**src/rtl/ghost_defs.sv**
```systemverilog
// ghost_defs
//   Shared definitions for the ghost path-finding blocks and their scheduler:
//   one-hot mode encodings, direction codes, ghost indices and a small
//   helper for sizing timers.
package ghost_defs;

   // One-hot ghost mode as seen on each ghost's 4-bit mode input.
   typedef enum logic [3:0] {
      MODE_CHASE   = 4'b1000,
      MODE_SCATTER = 4'b0100,
      MODE_FRIGHT  = 4'b0010,
      MODE_EATEN   = 4'b0001
   } mode_t;

   // Movement directions used by the path-finding blocks.
   typedef enum logic [1:0] {
      DIR_LEFT  = 2'd0,
      DIR_RIGHT = 2'd1,
      DIR_UP    = 2'd2,
      DIR_DOWN  = 2'd3
   } dir_t;

   // Ghost slots within the packed mode/rotate vectors.
   localparam int GHOST_BLINKY = 0;
   localparam int GHOST_PINKY  = 1;
   localparam int GHOST_INKY   = 2;
   localparam int GHOST_CLYDE  = 3;
   localparam int NUM_GHOSTS   = 4;

   function automatic int max_of3(input int a, input int b, input int c);
      int m;
      m = (a > b) ? a : b;
      return (m > c) ? m : c;
   endfunction

endpackage

```
**src/rtl/ghost_mode_fsm.sv**
```systemverilog
// ghost_mode_fsm
//   Mode and reverse-direction resolution for a single ghost. State only
//   moves on the scheduler tick, so mode/rotate are stable while update is
//   high.
// Ports:
//   clock         in  system clock
//   resetn        in  asynchronous active-low reset
//   tick          in  one-clock game tick pulse
//   global_chase  in  global phase that applies after this tick (1 = chase)
//   pellet        in  power pellet pending this tick
//   eaten         in  this ghost was caught (pending this tick)
//   home          in  this ghost reached the house (pending this tick)
//   fright_expire in  frightened timer runs out this tick
//   mode          out one-hot mode (Chase/Scatter/Frightened/Eaten)
//   rotate        out reverse-direction request, held for one tick period
module ghost_mode_fsm
   import ghost_defs::*;
(
   input  logic       clock,
   input  logic       resetn,
   input  logic       tick,
   input  logic       global_chase,
   input  logic       pellet,
   input  logic       eaten,
   input  logic       home,
   input  logic       fright_expire,
   output logic [3:0] mode,
   output logic       rotate
);

   mode_t state_reg, state_next;
   logic  rotate_reg, rotate_next;
   mode_t global_mode;

   always_ff @(posedge clock or negedge resetn) begin
      if (!resetn) begin
         state_reg  <= MODE_SCATTER;
         rotate_reg <= 1'b0;
      end else begin
         state_reg  <= state_next;
         rotate_reg <= rotate_next;
      end
   end

   always_comb begin
      global_mode = global_chase ? MODE_CHASE : MODE_SCATTER;
      state_next  = state_reg;
      rotate_next = rotate_reg;
      if (tick) begin
         // rotate lasts exactly one tick period unless re-asserted below
         rotate_next = 1'b0;
         if (state_reg == MODE_EATEN && home) begin
            state_next = global_mode;
         end else if (state_reg == MODE_FRIGHT && eaten) begin
            state_next = MODE_EATEN;
         end else if (pellet && state_reg != MODE_EATEN) begin
            // a reload while already frightened keeps the current heading
            state_next  = MODE_FRIGHT;
            rotate_next = (state_reg != MODE_FRIGHT);
         end else if (state_reg == MODE_FRIGHT && fright_expire) begin
            state_next = global_mode;
         end else if (state_reg == MODE_CHASE || state_reg == MODE_SCATTER) begin
            state_next  = global_mode;
            rotate_next = (global_mode != state_reg);
         end
      end
   end

   assign mode   = state_reg;
   assign rotate = rotate_reg;

endmodule

```
**src/rtl/ghost_mode_scheduler.sv**
```systemverilog
// ghost_mode_scheduler
//   Central sequencer for the four ghosts: game tick divider, update strobe,
//   scatter/chase phase timer, frightened timer, event latching and one
//   ghost_mode_fsm per ghost.
// Ports:
//   clock         in  system clock
//   resetn        in  asynchronous active-low reset
//   enable        in  game running; low freezes counters and strobes
//   pellet_eaten  in  one-clock pulse, power pellet consumed
//   ghost_eaten   in  [3:0] one-clock pulse per ghost, frightened ghost caught
//   ghost_home    in  [3:0] one-clock pulse per ghost, eaten ghost reached house
//   update        out ghost update strobe (UPDATE_HIGH clocks per tick)
//   mode          out [15:0] one-hot mode per ghost, ghost g at [4g+3:4g]
//   rotate        out [3:0] per-ghost reverse-direction request
//   fright_active out frightened timer running
//   global_chase  out global phase, 1 = chase, 0 = scatter
module ghost_mode_scheduler
   import ghost_defs::*;
#(
   parameter int TICK_DIV      = 833333,
   parameter int UPDATE_HIGH   = 4,
   parameter int SCATTER_TICKS = 420,
   parameter int CHASE_TICKS   = 1200,
   parameter int FRIGHT_TICKS  = 360,
   parameter int NUM_SCATTERS  = 4
) (
   input  logic        clock,
   input  logic        resetn,
   input  logic        enable,
   input  logic        pellet_eaten,
   input  logic [3:0]  ghost_eaten,
   input  logic [3:0]  ghost_home,
   output logic        update,
   output logic [15:0] mode,
   output logic [3:0]  rotate,
   output logic        fright_active,
   output logic        global_chase
);

   localparam int MAX_TICKS  = max_of3(SCATTER_TICKS, CHASE_TICKS, FRIGHT_TICKS);
   localparam int TW         = $clog2(MAX_TICKS) + 1;
   localparam int PW         = $clog2(2 * NUM_SCATTERS) + 1;
   localparam int DW         = (TICK_DIV > 1) ? $clog2(TICK_DIV) : 1;
   localparam int UW         = $clog2(UPDATE_HIGH + 1);
   localparam int LAST_PHASE = 2 * NUM_SCATTERS - 1;

   logic [DW-1:0] div_reg;
   logic          tick;
   logic          tick_d_reg;
   logic          update_reg;
   logic [UW-1:0] update_cnt_reg;

   logic          pellet_pend_reg;
   logic [3:0]    eaten_pend_reg;
   logic [3:0]    home_pend_reg;
   logic          pellet_ev;
   logic [3:0]    eaten_ev;
   logic [3:0]    home_ev;

   logic [PW-1:0] phase_reg, phase_next;
   logic [TW-1:0] phase_tmr_reg, phase_tmr_next;
   logic [TW-1:0] phase_limit;
   logic [TW-1:0] fright_tmr_reg, fright_tmr_next;
   logic          fright_active_reg, fright_active_next;
   logic          fright_expire;

   // tick is the clock on which the divider wraps; all mode state moves here
   assign tick = enable && (div_reg == DW'(TICK_DIV - 1));

   // Events arriving on the tick clock itself are folded in directly so
   // nothing is lost between latch and consume.
   assign pellet_ev = pellet_pend_reg | pellet_eaten;
   assign eaten_ev  = eaten_pend_reg | ghost_eaten;
   assign home_ev   = home_pend_reg | ghost_home;

   always_ff @(posedge clock or negedge resetn) begin
      if (!resetn) begin
         div_reg         <= '0;
         tick_d_reg      <= 1'b0;
         update_reg      <= 1'b0;
         update_cnt_reg  <= '0;
         pellet_pend_reg <= 1'b0;
         eaten_pend_reg  <= '0;
         home_pend_reg   <= '0;
      end else begin
         if (enable) begin
            div_reg <= tick ? '0 : div_reg + DW'(1);
         end
         tick_d_reg <= tick;

         // update rises one clock after tick so mode/rotate have already
         // settled; an in-flight pulse always finishes even if disabled
         if (update_reg) begin
            if (update_cnt_reg == UW'(UPDATE_HIGH - 1)) begin
               update_reg     <= 1'b0;
               update_cnt_reg <= '0;
            end else begin
               update_cnt_reg <= update_cnt_reg + UW'(1);
            end
         end else if (tick_d_reg && enable) begin
            update_reg     <= 1'b1;
            update_cnt_reg <= '0;
         end

         if (tick) begin
            pellet_pend_reg <= 1'b0;
            eaten_pend_reg  <= '0;
            home_pend_reg   <= '0;
         end else begin
            pellet_pend_reg <= pellet_ev;
            eaten_pend_reg  <= eaten_ev;
            home_pend_reg   <= home_ev;
         end
      end
   end

   // Frightened timer: a pellet (re)loads it, otherwise it counts down.
   always_comb begin
      fright_tmr_next    = fright_tmr_reg;
      fright_active_next = fright_active_reg;
      fright_expire      = 1'b0;
      if (tick) begin
         if (pellet_ev) begin
            fright_tmr_next    = TW'(FRIGHT_TICKS);
            fright_active_next = 1'b1;
         end else if (fright_tmr_reg != '0) begin
            fright_tmr_next = fright_tmr_reg - TW'(1);
            if (fright_tmr_reg == TW'(1)) begin
               fright_active_next = 1'b0;
               fright_expire      = 1'b1;
            end
         end
      end
   end

   // Phase timer is paused for every tick that ends with fright running,
   // and resumes on the tick on which fright expires.
   assign phase_limit = phase_reg[0] ? TW'(CHASE_TICKS) : TW'(SCATTER_TICKS);

   always_comb begin
      phase_next     = phase_reg;
      phase_tmr_next = phase_tmr_reg;
      if (tick && !fright_active_next && phase_reg != PW'(LAST_PHASE)) begin
         if (phase_tmr_reg + TW'(1) == phase_limit) begin
            phase_tmr_next = '0;
            phase_next     = phase_reg + PW'(1);
         end else begin
            phase_tmr_next = phase_tmr_reg + TW'(1);
         end
      end
   end

   always_ff @(posedge clock or negedge resetn) begin
      if (!resetn) begin
         phase_reg         <= '0;
         phase_tmr_reg     <= '0;
         fright_tmr_reg    <= '0;
         fright_active_reg <= 1'b0;
      end else begin
         phase_reg         <= phase_next;
         phase_tmr_reg     <= phase_tmr_next;
         fright_tmr_reg    <= fright_tmr_next;
         fright_active_reg <= fright_active_next;
      end
   end

   // Ghosts see the phase that results from this tick so a phase change and
   // the matching rotate land on the same update pulse.
   generate
      for (genvar gi = 0; gi < NUM_GHOSTS; gi++) begin : g_ghost
         ghost_mode_fsm u_fsm (
            .clock         (clock),
            .resetn        (resetn),
            .tick          (tick),
            .global_chase  (phase_next[0]),
            .pellet        (pellet_ev),
            .eaten         (eaten_ev[gi]),
            .home          (home_ev[gi]),
            .fright_expire (fright_expire),
            .mode          (mode[4*gi +: 4]),
            .rotate        (rotate[gi])
         );
      end
   endgenerate

   assign update        = update_reg;
   assign fright_active = fright_active_reg;
   assign global_chase  = phase_reg[0];

endmodule

```
**config.mk**
```make
export PLATFORM = sky130hd
export DESIGN_NAME = ghost_mode_scheduler
export DESIGN_NICKNAME = d
export VERILOG_FILES = /design/src/rtl/ghost_defs.sv /design/src/rtl/ghost_mode_fsm.sv /design/src/rtl/ghost_mode_scheduler.sv
export SDC_FILE = /design/constraint.sdc
export NUM_CORES = 1
export LEC_CHECK = 0
export CORE_MARGIN = 2
export CORE_UTILIZATION = 33
export DETAILED_ROUTE_END_ITERATION = 12
export PLACE_DENSITY = 0.59
export RECOVER_POWER = 100
export SETUP_SLACK_MARGIN = 0.1
export SLEW_MARGIN = 40
export SYNTH_ARGS = -nofsm -noshare
export SYNTH_HDL_FRONTEND = slang
export SYNTH_SLANG_ARGS = --single-unit
```
**constraint.sdc**
```tcl
create_clock -name clock -period 6.31 [get_ports clock]
set_clock_uncertainty 0.05 [all_clocks]
set_input_delay 1.893 -clock clock [delete_from_list [all_inputs] [get_ports clock]]
set_output_delay 1.893 -clock clock [all_outputs]
set_load 0.02 [all_outputs]
```
Yosys cells after proc, flatten, opt, wreduce, memory -nomap -nowiden
Cells that the tools add are included.
- output and inout port bits: 23
- flip-flop bits (word level): 83
- equality and inequality tests: 33
- muxes and demuxes: 65
- bitwise operators: 3
- add/sub/neg operators: 5
- reductions and logical operators: 38
- operators with widths (cell ; number):
    4-bit two-way mux ; 23
    12-bit two-way mux ; 3
    1-bit two-way mux ; 34
    20-bit by 1-bit adder with 20-bit output, second input constant ; 1
    20-bit equality test, second input constant ; 1
    1-bit logical AND ; 20
    20-bit two-way mux ; 1
    5-bit nonzero test ; 4
    4-bit by 1-bit equality test with 1-bit output, second input constant ; 4
    4-bit by 2-bit equality test with 1-bit output, second input constant ; 4
    4-bit by 3-bit equality test with 1-bit output, second input constant ; 4
    4-bit equality test, second input constant ; 4
    4-bit by 1-bit inequality test with 1-bit output, second input constant ; 4
    4-bit by 2-bit inequality test with 1-bit output, second input constant ; 4
    4-bit inequality test ; 4
    12-bit by 1-bit adder with 12-bit output, second input constant ; 1
    12-bit by 1-bit equality test with 1-bit output, second input constant ; 1
    12-bit by 11-bit equality test with 1-bit output ; 1
    2-bit AND reduction ; 6
    12-bit nonzero test ; 1
    12-bit by 1-bit subtractor with 12-bit output, second input constant ; 1
    11-bit two-way mux ; 1
    3-bit two-way mux ; 3
    4-bit bitwise OR ; 2
    other kinds (8) ; 12

Logic depth before layout (Yosys ltp)
Gate-level depths: netlist of run 1.
- depth in word-level cells: 16
- mapped depth: 11
- depth with buffers taken out: 10

Modules after synthesis
From an unflattened synthesis of run 1, not the netlist that was laid out.
- cells, all modules: 521
- area total of the unflattened synthesis: 5052.3 um^2
- modules (own cells, without submodules) (module ; instances ; cells each ; seq. area each (um^2) ; area each (um^2)):
    ghost_mode_scheduler ; 1 ; 337 ; 1576.5 ; 3270.6
    ghost_mode_fsm ; 4 ; 46 ; 126.4 ; 445.4

Worst setup path before layout of run 1
OpenSTA, ideal clock, no wires.
- kind: input to register
- start: input enable
- end: register g_ghost[1].u_fsm.rotate_reg
- data arrival time: 3.669 ns
- path buffers: 2
- stages on the path: 9
- required time: 6.135 ns
- setup slack: 2.466 ns
- cells stage by stage: buf_6 > nand4_1 > nand3b_1 > or3_1 > buf_2 > o31ai_4 > and2_4 > inv_6 > mux2_4
- longest elaborated chain between the ends: 13
- ends and longest elaborated chain (what ; RTL line ; source):
    start, declared ; ghost_mode_scheduler.sv:29 ; input logic enable,
    1-bit logical AND (*) ; ghost_mode_scheduler.sv:68 ; assign tick = enable && (div_reg == DW'(TICK_DIV - 1));
    1-bit two-way mux ; ghost_mode_scheduler.sv:122 ; if (tick) begin
    1-bit zero test ; ghost_mode_scheduler.sv:143 ; if (tick && !fright_active_next && phase_reg != PW'(LAST_PHASE)) begin
    1-bit logical AND (*) (2 in a row) ; ghost_mode_scheduler.sv:143 ;
    1-bit two-way mux (*) ; ghost_mode_scheduler.sv:143 ;
    named net g_ghost[0].u_fsm.global_chase ; ghost_mode_fsm.sv:22 ; input logic global_chase,
    4-bit two-way mux (*) ; ghost_mode_fsm.sv:46 ; global_mode = global_chase ? MODE_CHASE : MODE_SCATTER;
    4-bit inequality test (*) ; ghost_mode_fsm.sv:64 ; rotate_next = (global_mode != state_reg);
    1-bit two-way mux (*) ; ghost_mode_fsm.sv:62 ; end else if (state_reg == MODE_CHASE || state_reg == MODE_SCATTER) begin
    1-bit two-way mux (*) ; ghost_mode_fsm.sv:60 ; end else if (state_reg == MODE_FRIGHT && fright_expire) begin
    1-bit two-way mux (*) ; ghost_mode_fsm.sv:56 ; end else if (pellet && state_reg != MODE_EATEN) begin
    1-bit two-way mux (*) ; ghost_mode_fsm.sv:54 ; end else if (state_reg == MODE_FRIGHT && eaten) begin
    1-bit two-way mux (*) ; ghost_mode_fsm.sv:52 ; if (state_reg == MODE_EATEN && home) begin
    end signal, assigned ; ghost_mode_fsm.sv:41 ; rotate_reg <= rotate_next;
    end, declared ; ghost_mode_fsm.sv:32 ; logic rotate_reg, rotate_next;
Mark *: on every way through the listed nets, which the timed path passes. The rest lies on a longest branch.
A chain may end at the register's enable or synchronous reset.

Worst setup path after layout of run 1
- start: input pellet_eaten
- end: register g_ghost[1].u_fsm.rotate_reg
- longest elaborated chain between the ends: 14
- ends and longest elaborated chain (what ; RTL line ; source):
    start, declared ; ghost_mode_scheduler.sv:30 ; input logic pellet_eaten,
    1-bit bitwise OR ; ghost_mode_scheduler.sv:72 ; assign pellet_ev = pellet_pend_reg | pellet_eaten;
    1-bit two-way mux ; ghost_mode_scheduler.sv:123 ; if (pellet_ev) begin
    1-bit two-way mux ; ghost_mode_scheduler.sv:122 ;
    1-bit zero test ; ghost_mode_scheduler.sv:143 ;
    1-bit logical AND (2 in a row) ; ghost_mode_scheduler.sv:143 ;
    1-bit two-way mux ; ghost_mode_scheduler.sv:143 ;
    named net g_ghost[0].u_fsm.global_chase ; ghost_mode_fsm.sv:22 ;
    4-bit two-way mux ; ghost_mode_fsm.sv:46 ;
    4-bit inequality test ; ghost_mode_fsm.sv:64 ;
    1-bit two-way mux ; ghost_mode_fsm.sv:62 ;
    1-bit two-way mux ; ghost_mode_fsm.sv:60 ;
    1-bit two-way mux ; ghost_mode_fsm.sv:56 ;
    1-bit two-way mux ; ghost_mode_fsm.sv:54 ;
    1-bit two-way mux ; ghost_mode_fsm.sv:52 ;
The timed path passes the listed nets, and every way through them passes these cells.

==> metrics.md, run 1 <==
| Metric | Value |
|---|---|
| Largest family of logic cells by synthesized area | simple AND/OR/NAND/NOR gates |
| Post-Syn Area per Cell | 9.26 sq um |
| CP arrival | between 5 and 6 ns |
| Fin nets | ~540 |
| Area Overhead vs Synth | 16.2% |
| Drt wl/cell | 15.2 microns |
| Post CTS Setup Buffer Count | 0 |
| Worst vdd ir | ~110 uV |
| Die height | 122 microns |
| Hpwl dp | 7320 microns |
| FF-to-FF Start | div_reg[16] |
| Required time worst endpoint | 6.48 ns |
| CTS Hold Buffers Added | 0 |
| Via-to-Cell Ratio | 5.39 |
| Sequential share of power | 0.495 |
| Iter 0 DRT Violations | 251 |
| H-tree depth | 3 |
| Slew @ Worst Pin | about 1.0 ns |
| Switching share of total power | 0.227 |
| P_sw | 262 uW |
| Share of the yosys chip area belonging to registers | 0.454 |
| DRT Pass-1 Iters | 5 |
| Mux cell area share after synthesis | 0.0194 |
| Clk_lat worst skew | 0.34 ns |
| Post-Synth Adder-Cell Area | 0.0218 |
| Clock-pin slew on the worst setup and hold paths | 0.06 ns |
| Cell area power density | 216 nW/um^2 |
| Largest net degree at the start of global routing | 84 |
| Number of max-cap violations | 0 |
| Vias in the first global route | about 3600 |
| Ys async rst share | 1.00 |
| Comb pwr share | 0.046 |
| Yosys reg bits | 83 |
| Initial Utilization | 0.334 |
| Slew Limit Fails | 0 |
| Top_reg_cell synth | dfrtp_1 |
| CP startpoint | pellet_eaten |
| Die ar. | 14900 sq um |
| Worst rel slew slack | 0.308 |
| Crit Path Max Fanout | 14 |
| Final Hold Viols | 0 |
| Clock Power Share | 0.459 |
| Port Buf Inserts | 34 |
| DRT Wirelength | between 10000 and 15000 microns |
| CP cell instances | dlygate4sd3_1 > nor2_1 > clkbuf_1 > o21ai_0 > or3_1 > o31ai_1 > and2_4 > inv_6 > mux2_1 |
| Post-Synth Simple-Gate Area | 0.251 |
| Total gr overflow | 0 |
| Final setup vio count | 0 |
| Clock Tree Root | clkbuf_16 |
| Startpoint types | input port |
| Setup TNS | 0 ns |
| Die Wd | 122 microns |
| TritonCTS Sinks | 83 |
| GRT met1 Usage | 0.210 |
| Final min period | 5.18 ns |
| CTS resizes | 0 |
| Tot Pwr | 1150 uW |
| Mapped Nets | about 500 |
| Vias | 3797 |
| Worst Hold Class | reg -> reg |
| First-pass GRT wire length | 18000 microns |
| Drt drc | 0 |
| Flip-flop count of the largest register after layout | 20 |
| Internal | 889 uW |
| Met3 Resource Use GR | 0.0356 |
| Layer with the highest usage | met2 |
| Core area | 13700 sq um |
| Met2 usage | 0.234 |
| Final period util | 0.822 |
| Clock tree buffer depth | 2 |
| Achievable Freq | 0.193 GHz |
| Compound-Gate Fraction of Synth Area | 0.139 |
| I/O pin total | 35 |
| Cell variety after synth | 66 |
| CP max-delay cell | dlygate4sd3_1 |
| Unrepaired setup endpoints after global routing | false |
| Cell row count | 43 |
| CTS tree | built |
| Fillers | around 1400 |
| Leakage power | roughly 0.0023 uW |
| Antenna violation net count after detailed routing | 0 |
| Xor/xnor share of the synthesized area | 0.0783 |
| Syn. warnings | 0 |
| Hold Path Origin | phase_reg[3] |
| Layout cells sized above 1 | 0.0744 |
| Mapped Area | between 4000 and 5000 sq um |
| EDFF count, synth | 0 |
| Status | finished, final reports clean |
| Post-Syn Instances | 495 |
| N_diodes | 0 |
| GPL Wtd Cong | roughly 0.85 |
| Setup Crit Path Kind | in -> reg |
| Antenna violations before repair | 0 |
| Critical Path End Type | flip-flop |
| GRT Util Overall | 0.151 |
| Max stage delay on crit path | 0.55 ns |
| TritonCTS Buffers | 9 |
## critical path: cells and delay by family
family          cells  cell delay [ns]
compound gates      2             0.74
buf+inv             3             1.10
mux                 1             0.31
simple gates        3             1.30
## cells in the mapped netlist (all sizes together) (8+ instances only)
cell | number | area (sq um)
a21oi | 18 | 90.1
clkbuf | 18 | 67.6
dfrtp | 79 | 1980
ha | 8 | 100
inv | 12 | 50.1
nand2 | 51 | 191
nand3 | 17 | 85.1
nand4 | 9 | 56.3
nor2 | 63 | 239
nor3 | 13 | 65.1
o21ai | 38 | 190
o31ai | 8 | 73.8
xnor2 | 15 | 131
xor2 | 26 | 228
## layout by cell type (no fill, tap or decap), drive strengths merged, types with 3 or more instances in the layout
cell type | Yosys | layout
nor3 | 13 | 13
dfrtp | 79 | 79
or3 | 6 | 6
and3 | 7 | 7
mux2 | 4 | 4
ha | 8 | 8
nand3 | 17 | 17
nand3b | 5 | 5
nand4 | 9 | 9
nor4 | 4 | 4
o22a | 3 | 3
dfstp | 4 | 4
dlygate4sd3 | 0 | 25
or4 | 4 | 4
and4 | 3 | 3
a211oi | 5 | 5
xnor2 | 15 | 15
a31oi | 6 | 6
nor2 | 63 | 63
nand4b | 7 | 7
inv | 12 | 12
clkdlybuf4s50 | 0 | 8
o21ai | 38 | 38
a22o | 3 | 3
nand2b | 5 | 5
nand2 | 51 | 51
mux2i | 4 | 4
nor2b | 4 | 4
or3b | 3 | 3
a21oi | 18 | 18
o31ai | 8 | 8
xor2 | 26 | 26
o22ai | 4 | 4
clkbuf | 18 | 16
or2 | 7 | 7
and2 | 5 | 5
## metrics by stage
stage	hold slack, ns	instances	cell area (sq um)	utilization	setup slack (ns)
after floorplan	0.390	495	4590	-	2.47
after global placement	0.418	688	5060	0.369	1.40
after detailed placement	0.416	688	5080	0.370	1.32
after CTS	0.429	704	5370	0.392	1.65
after global routing	0.446	704	5330	0.389	0.848
final	0.426	704	5330	0.389	1.13
## power groups by stage
stage,combinational [uW],clock [uW],sequential [uW]
after global placement,51.8,0,578
after global routing,62.2,564,572
after floorplan,30.9,0,573
after CTS,53.6,542,569
after detailed placement,53.2,0,579
final,52.4,528,570
## path summary, 6_finish.rpt
path | endpoint | slack, ns | cells after the start
setup / recovery | g_ghost[1].u_fsm.rotate | 1.13 | 9
hold / removal | phase_reg[3] | 0.43 | 1
setup reg to reg | g_ghost[1].u_fsm.rotate | 2.63 | 9
hold reg to reg | phase_reg[3] | 0.43 | 1
max in group asynchronous | phase_tmr_reg[11] | 4.19 | 1
min in group asynchronous | div_reg[11] | 1.54 | 1
## layout make-up
type	count	area [sq um]	share of cell area
multi-input combinational	376	2320	0.435
sequential	83	2080	0.391
timing repair buffer	37	355	0.0667
clock buffer	12	246	0.0462
tap	180	225	0.0423
clock inverter	4	50.0	0.00939
inverter	12	50.0	0.00939
## metal layers
metal / up-vias / wire [microns]
li1: 1803 / -
met1: 1860 / 5020
met2: 123 / 4960
met3: 11 / 642
met4: 0 / 111
met5: - / 0
## cells by family after synthesis
family / after synthesis
mux: 8
xor+xnor: 41
buf+inv: 36
fa+ha+maj: 8
simple gates: 220
compound gates: 99
flops: 83
(Power assumes the default switching activity.)
==> run 2: changes to the inputs <==
clock period = 4.9 ns   (was 6.31 ns; I/O delays follow)
==> run 2 against run 1 <==
The run now ends with capacitance limit, slew limit left. Critical path type unchanged. Sequential cell count is the same. Sequential power grew 29%. Count of clock-buffer cells in the layout shrank 1.
==> metrics.md, run 2 (synthesis gave the netlist of run 1 again) <==
| Metric | Value |
|---|---|
| Status | finished, violations left |
| Failing checks | capacitance limit, slew limit |
| Antenna violation net count after detailed routing | 0 |
| Cell area power density | around 280 nW/um^2 |
| Kind of cell adding the most delay to the critical path | simple AND/OR/NAND/NOR gates |
| DRT Wirelength | 10700 microns |
| Crit Path Max Fanout | 14 |
| CTS tree | built |
| Final min period | around 4.2 ns |
| Post-DP Area | 5090 sq um |
| Clock tree buffer depth | 2 |
| Port Buf Inserts | 34 |
| Flip-flop count of the largest register after layout | 20 |
| Setup ws final | roughly 0.7 ns |
| P_sw | about 340 uW |
| Required time worst endpoint | 5.06 ns |
| Comb pwr share | 0.046 |
| Final Hold Viols | 0 |
| Hold Path End | phase_reg[3] |
| Internal | between 1000 and 1500 uW |
| CP max-delay cell | dlygate4sd3_1 |
| Antenna violations before repair | 0 |
| Final period util | 0.859 |
| Total gr overflow | 0 |
| First-pass GRT wire length | 17800 microns |
| Place WS | 0.701 ns |
| Final setup vio count | 0 |
| Clock Power Share | 0.458 |
| CP arrival | around 4.4 ns |
| TritonCTS Buffers | 9 |
| GPL Wtd Cong | 0.861 |
| Critical Path End Type | flip-flop |
| Drt drc | 0 |
| Die Wd | 122 microns |
| Post CTS Setup Buffer Count | 0 |
| R2R Path End | fright_tmr_reg[6] |
| Switching share of total power | 0.227 |
| Worst R2R Setup Slack | approximately 1.2 ns |
| WHS Path Cells | 1 |
| Sequential share of power | 0.496 |
| Clk_lat worst skew | 0.34 ns |
| Layout cells sized above 1 | 0.0817 |
| Area Overhead vs Synth | 16.4% |
| CTS resizes | 0 |
| Die ar. | roughly 15000 sq um |
| CTS Hold Buffers Added | 0 |
| CP cell instances | dlygate4sd3_1 > nand4_1 > nand3b_1 > or3_1 > o31ai_1 > and2_4 > inv_6 > mux2_1 |
| Die height | 122 microns |
| Tot Pwr | 1480 uW |
| I/O pin total | 35 |
| Initial Utilization | 0.334 |
| Iter 0 DRT Violations | about 220 |
| Setup TNS | 0 ns |
| H-tree depth | 3 |
| Clock-pin slew on the worst setup and hold paths | around 0.060 ns |
| Slew @ Worst Pin | 2.09 ns |
| Leakage power | 0.00231 uW |
| Largest net degree at the start of global routing | 84 |
| Post-route cell area | 5340 sq um |
| Worst Hold Class | reg -> reg |
| GRT Util Overall | 0.151 |
| Hpwl dp | ~7600 microns |
| Vias | 3697 |
| TritonCTS Sinks | 83 |
| Cell row count | 43 |
| Max stage delay on crit path | 0.62 ns |
| Slew Limit Fails | 84 |
| N_diodes | 0 |
| FF-to-FF Start | div_reg[0] |
| Fillers | 1372 |
| CP bufs+invs | 2 |
| Number of max-cap violations | 1 |
| Vias in the first global route | 3460 |
| Most common cell after layout, fill and taps aside | dfrtp_1 |
| R2R depth | 9 |
| Unrepaired setup endpoints after global routing | false |
| Worst vdd ir | around 170 uV |
| Drt wl/cell | 15.2 microns |
| Startpoint types | input port |
| DRT Pass-1 Iters | 4 |
| Via-to-Cell Ratio | 5.24 |
| Clock Tree Root | clkbuf_16 |
| Commonest cells after routing, fill and taps aside | dfrtp_1 (79), nor2_1 (62), nand2_1 (51), o21ai_0 (38), xor2_1 (26) |
| Hold Path Origin | phase_reg[3] |
| Core area | 13700 sq um |
| Setup Crit Path Kind | in -> reg |
| Fin nets | 541 |
| Worst rel slew slack | -0.395 |
| Fin Hold WS | 0.421 ns |
| Achievable Freq | 0.238 GHz |
[run 2: cell count changes in the layout (fill, tap and decap cells not counted), sizes merged]
cell | before | now
dlygate4sd3 | 25 | 24
clkinv | 1 | 4
buf | 0 | 2
clkdlybuf4s50 | 8 | 9
clkinvlp | 2 | 0
clkbuf | 16 | 15
[run 2: worst max path at each step]
stage	endpoint	slack (ns)	from	cells after the start
2_1_floorplan	g_ghost[1].u_fsm.rotate	1.48	enable	9
5_1_grt	g_ghost[1].u_fsm.rotate	0.56	enable	8
6_report	g_ghost[1].u_fsm.rotate	0.69	enable	8
3_5_place_dp	g_ghost[1].u_fsm.rotate	0.70	enable	8
4_1_cts	g_ghost[1].u_fsm.rotate	1.04	enable	8
3_3_place_gp	g_ghost[1].u_fsm.rotate	0.73	enable	8
[run 2: worst reg2reg max path, delay by kind of cell, from the launching register on]
| family | cells | cell delay (ns) |
|---|---|---|
| AOI/OAI and AO/OA | 2 | 0.83 |
| adders and majority gates | 1 | 0.17 |
| buffers and inverters | 1 | 0.10 |
| DFF | 1 | 0.40 |
| and+or+nand+nor | 5 | 2.03 |
[run 2: metal layers]
layer	vias to the layer above	global-route usage	part of all wire
met3	14	0.0360	0.039
met1	1798	0.214	0.49
met5	-	0	0
li1	1809	-	-
met2	76	0.231	0.46
met4	0	0.0424	0.013
[run 2: power by group through the flow]
stage	Clock, uW	Combinational [uW]	Sequential, uW
after floorplan	0	39.8	738
after global placement	0	66.8	745
after detailed placement	0	70.4	746
after CTS	696	70.6	734
after global routing	729	80.7	737
final	677	68.0	734
[run 2: final cells by class]
| cell class | count | area (sq um) | share of cell area |
|---|---|---|---|
| clock buffer | 11 | 243 | 0.0455 |
| clock inverter | 5 | 53.8 | 0.0101 |
| inverter | 12 | 50.0 | 0.00937 |
| multi-input combinational | 376 | 2320 | 0.435 |
| sequential | 83 | 2080 | 0.390 |
| tap | 180 | 225 | 0.0422 |
| timing repair buffer | 39 | 362 | 0.0677 |
[run 2: stage by stage]
stage | cells | util
global placement | 690 | 0.370
finish | 706 | 0.389
floorplan | 495 | -
detailed placement | 690 | 0.371
global route | 706 | 0.389
CTS | 706 | 0.393
==> run 3: changes to the inputs <==
CAP_MARGIN = 20   (was default)
CORE_UTILIZATION = 25   (was 33)
PLACE_DENSITY = 0.5   (was 0.59)
==> run 3 against run 2 <==
The run now ends clean. Non-clock buffer count is 2 higher. Design area grew 2.0%. Final cell count is 7.2% higher. Critical path type unchanged. Largest cell class unchanged. Highest routed layer unchanged.
==> metrics.md, run 3 (synthesis gave the netlist of run 1 again) <==
| Metric | Value |
|---|---|
| WHS Path Cells | 1 |
| Final Hold Viols | 0 |
| DRT Wirelength | 11100 microns |
| Crit Path Max Fanout | 10 |
| Vias | around 3700 |
| DRT Pass-1 Iters | 4 |
| TritonCTS Buffers | 9 |
| Number of max-cap violations | 0 |
| R2R depth | 9 |
| Total gr overflow | 0 |
| CTS Hold Buffers Added | 0 |
| Leakage power | 0.00232 uW |
| GRT Util Overall | 0.121 |
| Final setup vio count | 0 |
| Area Overhead vs Synth | 18.7% |
| Most common cell after layout, fill and taps aside | dfrtp_1 |
| Worst Hold Class | reg -> reg |
| FF-to-FF Start | div_reg[0] |
| TritonCTS Sinks | 83 |
| Unrepaired setup endpoints after global routing | false |
| Vias in the first global route | about 3700 |
| Port Buf Inserts | 34 |
| Worst rel slew slack | 0.0459 |
| Flip-flop count of the largest register after layout | 20 |
| Slew @ Worst Pin | 1.43 ns |
| Drt drc | 0 |
| Antenna violations before repair | 0 |
| Layout cells sized above 1 | 0.0833 |
| Antenna violation net count after detailed routing | 0 |
| Drt wl/cell | ~15 microns |
| I/O pin total | 35 |
| Clock tree buffer depth | 2 |
| Via-to-Cell Ratio | 4.82 |
| GPL Wtd Cong | 0.805 |
| Hold Path End | phase_reg[3] |
| Slew Limit Fails | 0 |
| Hpwl dp | 7810 microns |
| Worst R2R Setup Slack | 1.51 ns |
| Core area | 18000 sq um |
| Clk_lat worst skew | 0.34 ns |
| N_diodes | 0 |
| Place WS | 0.673 ns |
| Clock-pin slew on the worst setup and hold paths | 0.06 ns |
| Setup TNS | 0 ns |
| Setup ws final | 0.664 ns |
| Cell row count | between 40 and 50 |
| Post CTS Setup Buffer Count | 0 |
| R2R Path End | g_ghost[1].u_fsm.rotate |
| Hold Path Origin | phase_reg[3] |
| Final period util | 0.864 |
| Startpoint types | input port |
| Die Wd | roughly 140 microns |
| Worst vdd ir | between 150 and 200 uV |
| Iter 0 DRT Violations | roughly 170 |
| CTS resizes | 0 |
| Die height | 139 microns |
| Fillers | ~1900 |
| Layout Utilization | 0.303 |
| Die ar. | 19400 sq um |
| Achievable Freq | ~0.24 GHz |
| Largest net degree at the start of global routing | between 50 and 60 |
| Fin nets | 543 |
| Status | finished, final reports clean |
| Clock Tree Root | clkbuf_16 |
| First-pass GRT wire length | 18900 microns |
| Final min period | 4.24 ns |
| CP arrival | 4.40 ns |
| Initial Utilization | 0.255 |
| H-tree depth | 3 |
| Commonest cells after routing, fill and taps aside | dfrtp_1 (79), nor2_1 (63), nand2_1 (51), o21ai_0 (38), xor2_1 (26) |
| Critical Path End Type | flip-flop |
| CTS tree | built |
| Cell area power density | 278 nW/um^2 |
| Setup Crit Path Kind | in -> reg |
| Required time worst endpoint | 5.07 ns |
==> run 3: worst max path at each step <==
stage	slack (ns)	from	depth (start not counted)	to
2_1_floorplan	1.48	enable	9	g_ghost[1].u_fsm.rotate
6_report	0.66	pellet_eaten	8	g_ghost[1].u_fsm.rotate
3_3_place_gp	0.78	pellet_eaten	8	g_ghost[1].u_fsm.rotate
5_1_grt	0.52	enable	9	g_ghost[3].u_fsm.rotate
3_5_place_dp	0.67	pellet_eaten	8	g_ghost[1].u_fsm.rotate
4_1_cts	1.03	pellet_eaten	8	g_ghost[1].u_fsm.rotate
==> run 3: metal layers <==
layer	part of all wire	global-route usage
met1	0.49	0.164
met3	0.037	0.0351
met5	0	0
met4	0.0097	0.0266
met2	0.46	0.190
==> run 3: layout make-up <==
type / instances / area (sq um) / area share
multi-input cells: 376 / 2340 / 0.429
flip-flops and latches: 83 / 2080 / 0.382
repair buffers: 41 / 375 / 0.0689
well taps: 229 / 287 / 0.0526
clock buffers: 12 / 267 / 0.0490
inverters: 12 / 50.0 / 0.00919
clock inverters: 4 / 47.5 / 0.00873
==> run 3: metrics by stage <==
stage	instances	cell area (sq um)	hold WS [ns]	total power, uW
after CTS	757	5480	0.435	1540
after global placement	741	5150	0.412	813
after global routing	757	5440	0.447	1580
final	757	5440	0.428	1510
after detailed placement	741	5160	0.420	816
after floorplan	495	4590	0.390	777
==> run 3: worst max-delay path, cell delays in order <==
cell	delay (ns)
clkdlybuf4s50_1	0.42
nor2_1	0.67
o21ai_0	0.23
or4_1	0.57
or3_1	0.44
and2_4	0.22
inv_6	0.08
mux2_1	0.32
==> run 3: where the power goes <==
| group | internal [uW] | leakage [uW] | switching, uW |
|---|---|---|---|
| sequential | 706 | 0.00107 | 28.0 |
| clock | 435 | 0.000155 | 278 |
| combinational | 31.2 | 0.00110 | 36.4 |
